<file path="config.mk">
export PLATFORM = sky130hd
export DESIGN_NAME = register_bank
export DESIGN_NICKNAME = d
export VERILOG_FILES = /design/src/rtl/register_bank.sv
export SDC_FILE = /design/constraint.sdc
export NUM_CORES = 1
export LEC_CHECK = 0
export CORE_UTILIZATION = 40
export CTS_CLUSTER_SIZE = 10
export DETAILED_ROUTE_END_ITERATION = 10
export DONT_BUFFER_PORTS = 1
export GPL_TIMING_DRIVEN = 0
export RECOVER_POWER = 100
export SETUP_SLACK_MARGIN = 0.2
export SLEW_MARGIN = 20
export SYNTH_ARGS = -nofsm -noshare
export SYNTH_HDL_FRONTEND = slang
export SYNTH_SLANG_ARGS = --single-unit
</file>
<file path="constraint.sdc">
create_clock -name clock -period 8.3 [get_ports clock]
set_input_delay 0.83 -clock clock [delete_from_list [all_inputs] [get_ports clock]]
set_output_delay 0.83 -clock clock [all_outputs]
set_load 0.05 [all_outputs]
</file>
<file path="src/rtl/register_bank.sv">
// Two-read/one-write register file feeding the ALU; reads registered (1 cycle), write-first bypass, r0 reads zero.
// Optional busy scoreboard with advisory hazard output under REG_BANK_SCOREBOARD_EN; rd_en=0 holds both read outputs.
module register_bank #(
   parameter int DATA_WIDTH = 32,
   parameter int REG_COUNT  = 8,
   parameter int ADDR_WIDTH = 3
) (
   input  logic                  clock,
   input  logic                  reset,
   input  logic                  rd_en,
   input  logic [ADDR_WIDTH-1:0] rd_addr1,
   input  logic [ADDR_WIDTH-1:0] rd_addr2,
   output logic [DATA_WIDTH-1:0] rd_data1,
   output logic [DATA_WIDTH-1:0] rd_data2,
   input  logic                  wr_en,
   input  logic [ADDR_WIDTH-1:0] wr_addr,
   input  logic [DATA_WIDTH-1:0] wr_data,
   input  logic                  iss_valid,
   input  logic [ADDR_WIDTH-1:0] iss_dest,
   output logic                  hazard
);

   logic [DATA_WIDTH-1:0] regs [REG_COUNT];
   logic [DATA_WIDTH-1:0] nxt1;
   logic [DATA_WIDTH-1:0] nxt2;
   logic                  wr_ok;

   // Address 0 and addresses beyond REG_COUNT are never stored and always read as zero.
   function automatic logic addr_ok(input logic [ADDR_WIDTH-1:0] a);
      return (a != '0) && (32'(a) < REG_COUNT);
   endfunction

   assign wr_ok = wr_en && addr_ok(wr_addr);

   always_comb begin
      nxt1 = '0;
      nxt2 = '0;
      if (addr_ok(rd_addr1)) begin
         if (wr_ok && (wr_addr == rd_addr1)) nxt1 = wr_data;
         else                                nxt1 = regs[rd_addr1];
      end
      if (addr_ok(rd_addr2)) begin
         if (wr_ok && (wr_addr == rd_addr2)) nxt2 = wr_data;
         else                                nxt2 = regs[rd_addr2];
      end
   end

   always_ff @(posedge clock or posedge reset) begin
      if (reset) begin
         regs     <= '{default: '0};
         rd_data1 <= '0;
         rd_data2 <= '0;
      end else begin
         if (wr_ok) regs[wr_addr] <= wr_data;
         if (rd_en) begin
            rd_data1 <= nxt1;
            rd_data2 <= nxt2;
         end
      end
   end

`ifdef REG_BANK_SCOREBOARD_EN
   logic [REG_COUNT-1:0] busy;
   logic [REG_COUNT-1:0] busy_nxt;
   logic                 haz1;
   logic                 haz2;

   // Set is applied after clear so a re-issue on the retiring edge keeps the register pending.
   always_comb begin
      busy_nxt = busy;
      if (wr_ok) busy_nxt[wr_addr] = 1'b0;
      if (iss_valid && addr_ok(iss_dest)) busy_nxt[iss_dest] = 1'b1;
      busy_nxt[0] = 1'b0;
   end

   always_ff @(posedge clock or posedge reset) begin
      if (reset) busy <= '0;
      else       busy <= busy_nxt;
   end

   always_comb begin
      haz1 = 1'b0;
      haz2 = 1'b0;
      if (addr_ok(rd_addr1))
         haz1 = busy[rd_addr1] && !(wr_ok && (wr_addr == rd_addr1));
      if (addr_ok(rd_addr2))
         haz2 = busy[rd_addr2] && !(wr_ok && (wr_addr == rd_addr2));
   end

   assign hazard = rd_en && (haz1 || haz2);
`else
   logic unused_iss;
   assign unused_iss = ^{iss_valid, iss_dest};
   assign hazard     = 1'b0;
`endif

endmodule
</file>
Yosys cells after proc, flatten, opt, wreduce, memory -nomap -nowiden. Index checks and enable logic that the tools add are counted.

Register bits: 320. Input bits: 49. Output and inout port bits: 65. Logic and storage cells: 39.

Order comparisons: 4. Eq/ne operators: 2. Mux-type cells: 13. Bitwise operators: 3. Reductions and logical operators: 7.

Operators with widths (number): 32-bit two-way mux (9); 256-bit bitwise mux (1); 32-bit binary-select mux with 3-bit select (2); 32-bit demux with 3-bit select (1); 4-bit greater-or-equal comparator (second input constant) (3); 3-bit NOT with 4-bit output (3); 3-bit nonzero test (3); 3-bit equality test (2); 1-bit logical AND (4); 4-bit by 1-bit less-than comparator with 1-bit output (second input constant) (1).

Depth between registers and ports, before layout.
Depth in word-level cells: 6. Depth in mapped cells: 7. Depth with buffers taken out: 4.

Worst setup path before layout. No wires, ideal clock.

Path type: input -> register. Start point: input rd_addr1[1]. End point: register rd_data1[0]. Setup time: 126 ps. Data arrival time: 2159 ps. Required time: 8174 ps. Path slack: 6015 ps. Stages on the path: 6. Buffers on the path: 2. Cells stage by stage: buf_2 xor2_2 o41ai_4 buf_6 nor2_2 a221o_1.

Cells in the longest elaborated chain, start to end: 6. Elaborated cells on any way between the ends: 9. Classes of those cells: 1 x eq/ne; 5 x mux; 1 x bitwise; 2 x reduce/logical.

Ends and longest elaborated chain: from (decl) (line 11) `input logic [ADDR_WIDTH-1:0] rd_addr1,`; 3-bit NOT with 4-bit output (implied by the code) (line 40) `else nxt1 = regs[rd_addr1];`; 32-bit binary-select mux with 3-bit select (line 40); 32-bit two-way mux (implied by the code) (2 in a row) (line 40); 32-bit two-way mux (line 39) `if (wr_ok && (wr_addr == rd_addr1)) nxt1 = wr_data;`; 32-bit two-way mux * (line 38) `if (addr_ok(rd_addr1)) begin`; to (signal assigned) (line 56) `rd_data1 <= nxt1;`; to (decl) (line 13) `output logic [DATA_WIDTH-1:0] rd_data1,`.

Every way passes the cells marked *; elsewhere a longest branch is shown, timed or not. The select of a mux whose other input is x is not followed. A chain may end at the register's enable or synchronous reset.

==> impl_metrics.csv <==
group,metric,value,unit
routing,drt-total-wl,48700,um
timing,drv_slew,165,
outcome,status,"complete, but fails checks",
yosys,synthTopCellsByCount,"288 x dfrtp_1, 250 x mux2_2, 152 x o22ai_1",
grt,grt_pass1_vias,11300,
yosys,ys_ff_latch,288,
routing,num_vias,11000,
finish,final_cells,1730,
cts,clkSinkCount,288,
cts,holdBufCountCts,0,
timing,tns,0,ns
cts,clk_path_buf_depth,3,
finish,syn_to_final_growth,10.8,%
critical_path,startpoint_type,"primary input",
critical_path,critPathKind,"in2async",
cts,tritoncts,"yes",
cts,cts-resized-gates,0,
critical_path,crit_top_cell,"clkbuf_1",
critical_path,crit_arrival,4.79,ns
yosys,synth.area.top_cells,"dfrtp_1 50%, mux2_2 20%, o22ai_1 6.6%",
die,dieArea,36600,um^2
cts,numCtsBuffers,35,
routing,dr.pass1.iters,5,
finish,register_area,7210,um^2
critical_path,path_cells,"clkinvlp_2 > clkbuf_1 > clkbuf_1 > clkbuf_1",
critical_path,cp_max_fo,32,
yosys,async_flop_share,100,%
routing,wl_per_cell,28.1,um
yosys,postSynthAreaPerCell,11.8,um^2
timing,rsz0062_at_grt,"false",
yosys,ys.flop_type,"dfrtp_1",
grt,grt_pass1_wl,72200,um
timing,slew_headroom,-25.9,%
timing,min_period,4.54,ns
timing,finalCritPeriodShare,54.7,%
routing,remaining_drc_errors,0,
cts,insertion_delay,0.52,ns
yosys,yosysMostFrequentCell,"dfrtp_1",
die,die_h,191,um
critical_path,worstPathRequired,8.55,ns
finish,fill_cells,3265,
place,dp_cells,1680,
yosys,seq_area_frac_synth,50.3,%
yosys,syn_area,14300,um^2
die,chipWidth,191,um
grt,antenna_found_initial,3,
power_and_ir_drop,irDropWorstVdd,0.152,mV
cts,root_buffer,"clkbuf_16",
die,io_pins,114,
power_and_ir_drop,leakagePower,6.45,nW
critical_path,slowest_stage,"clkbuf_1",
timing,hold_viol,0,
yosys,synthesis.instances,1215,
finish,multiInputGateArea,6520,um^2
yosys,yosys.area.top_type_share,50.3,%
place,io_buffers,0,
cts,path_clk_slew,0.05,ns
grt,grt_overflow,0,
cts,cts_setup_buffers,0,
critical_path,endpoint_kind,"async pin",
timing,tightest_slew,1.89,ns
grt,grt_max_degree,36,
yosys,yosys.area.top_type,"dfrtp_1",
timing,setup_violations,0,
flow_run,cap_violations,5,
critical_path,cpPeakStageDelay,1.43,ns
place,hpwl,31300,um
outcome,violations,"max-capacitance violations, max-slew violations",
routing,viasPerCell,6.36,
grt,track_usage,26.8,%
timing,max_freq,0.220,GHz
yosys,ys_types,46,
finish,nNetsFinal,1311,
routing,final_antenna_net_count,0,
place,routabilityCongestion,0.873,
die,num_rows,68,
yosys,synth_edf_count,0,
finish,drive_gt1_share,26.0,%
yosys,yosys_warnings,0,
routing,first_iter_violations,875,
timing,fin_worst_skew,0.0166,ns
die,core_area,34900,um^2
power_and_ir_drop,p_per_area,269,nW/um^2
cts,htree_levels,2,
yosys,synthesis.nets,1264,
min_path,hp-class,"in2async",
die,start_util,41.1,%
registers in the layout, indices dropped and copies added (netlist names):
signal and count:
regs 224, rd_data1 32, rd_data2 32
path summary, 6_finish.rpt:
| kind | start | end | slack, ns | depth (start not counted) |
|---|---|---|---|---|
| hold / removal | reset | regs[34]$_DFFE_PP0P_ | 0.24 | 1 |
| hold reg to reg | regs[143]$_DFFE_PP0P_ | regs[143]$_DFFE_PP0P_ | 0.52 | 1 |
| min in group clock | wr_data[24] | regs[184]$_DFFE_PP0P_ | 0.45 | 1 |
| setup / recovery | reset | regs[221]$_DFFE_PP0P_ | 3.76 | 4 |
| setup reg to reg | regs[95]$_DFFE_PP0P_ | rd_data1[31]$_DFFE_PP0P_ | 6.79 | 4 |
| max in group clock | wr_en | rd_data1[9]$_DFFE_PP0P_ | 5.19 | 6 |
metrics by stage:
step                      hold WS (ns)  utilization (%)  cell area, um^2  setup slack [ns]  power (mW)
final                            0.244             45.5            15900              3.76        4.27
after global routing             0.295             45.5            15900              2.86        4.45
after CTS                        0.186             46.1            16100              5.69        4.30
after detailed placement         0.500             43.3            15100              5.20        2.93
after global placement           0.492             42.7            14900              1.98        2.89
after floorplan                  0.476                -            14300              3.65        2.69
cells in the final DEF (no fill, tap or decap), drive strengths merged, types with 2 or more instances in the layout:
cell type / count
dfrtp: 288
mux2: 255
o22ai: 152
clkbuf: 124
nand2: 61
buf: 44
nor2b: 35
nor2: 33
o31ai: 33
mux2i: 32
a32oi: 32
a31oi: 32
a221o: 32
nand2b: 31
a211oi: 30
inv: 10
xor2: 6
a21oi: 5
o21ai: 5
diode: 4
nand4b: 3
nand3b: 3
o221ai: 3
nor4bb: 2
or2: 2
nor4: 2
nor3b: 2
o22a: 2
logic make-up after synthesis:
logic type / share of synthesized area [%]
AO/OA/AOI/OAI: 16.8
XOR/XNOR: 0.419
buffers and inverters: 3.88
flip-flops: 50.3
multiplexers: 22.3
other: 0.0262
AND/OR/NAND/NOR: 6.29
area by class of cell:
cell class	count	area share (%)
Antenna cell	4	0.0631
Buffer	115	3.07
Clock buffer	43	5.96
Clock inverter	3	0.166
Inverter	9	0.221
Multi-Input combinational cell	803	41.1
Sequential cell	288	45.4
Tap cell	455	3.59
Timing Repair Buffer	10	0.442
critical path, delay by kind of cell:
kind	cells	cell delay [ns]
buf+inv	4	3.93
where the power goes:
group	switching [mW]	total [mW]	internal, mW	leakage, nW
combinational	0.348	0.748	0.400	2.47
clock	0.568	1.36	0.794	0.478
sequential	0.457	2.16	1.70	3.50
per-layer routing:
metal,up-vias,global-route usage (%),wire [um]
met5,-,0,0
met1,5599,34.8,20100
li1,4738,-,-
met4,0,11.7,1800
met3,131,6.30,4480
met2,530,42.5,22300
(Power assumes the default switching activity.)
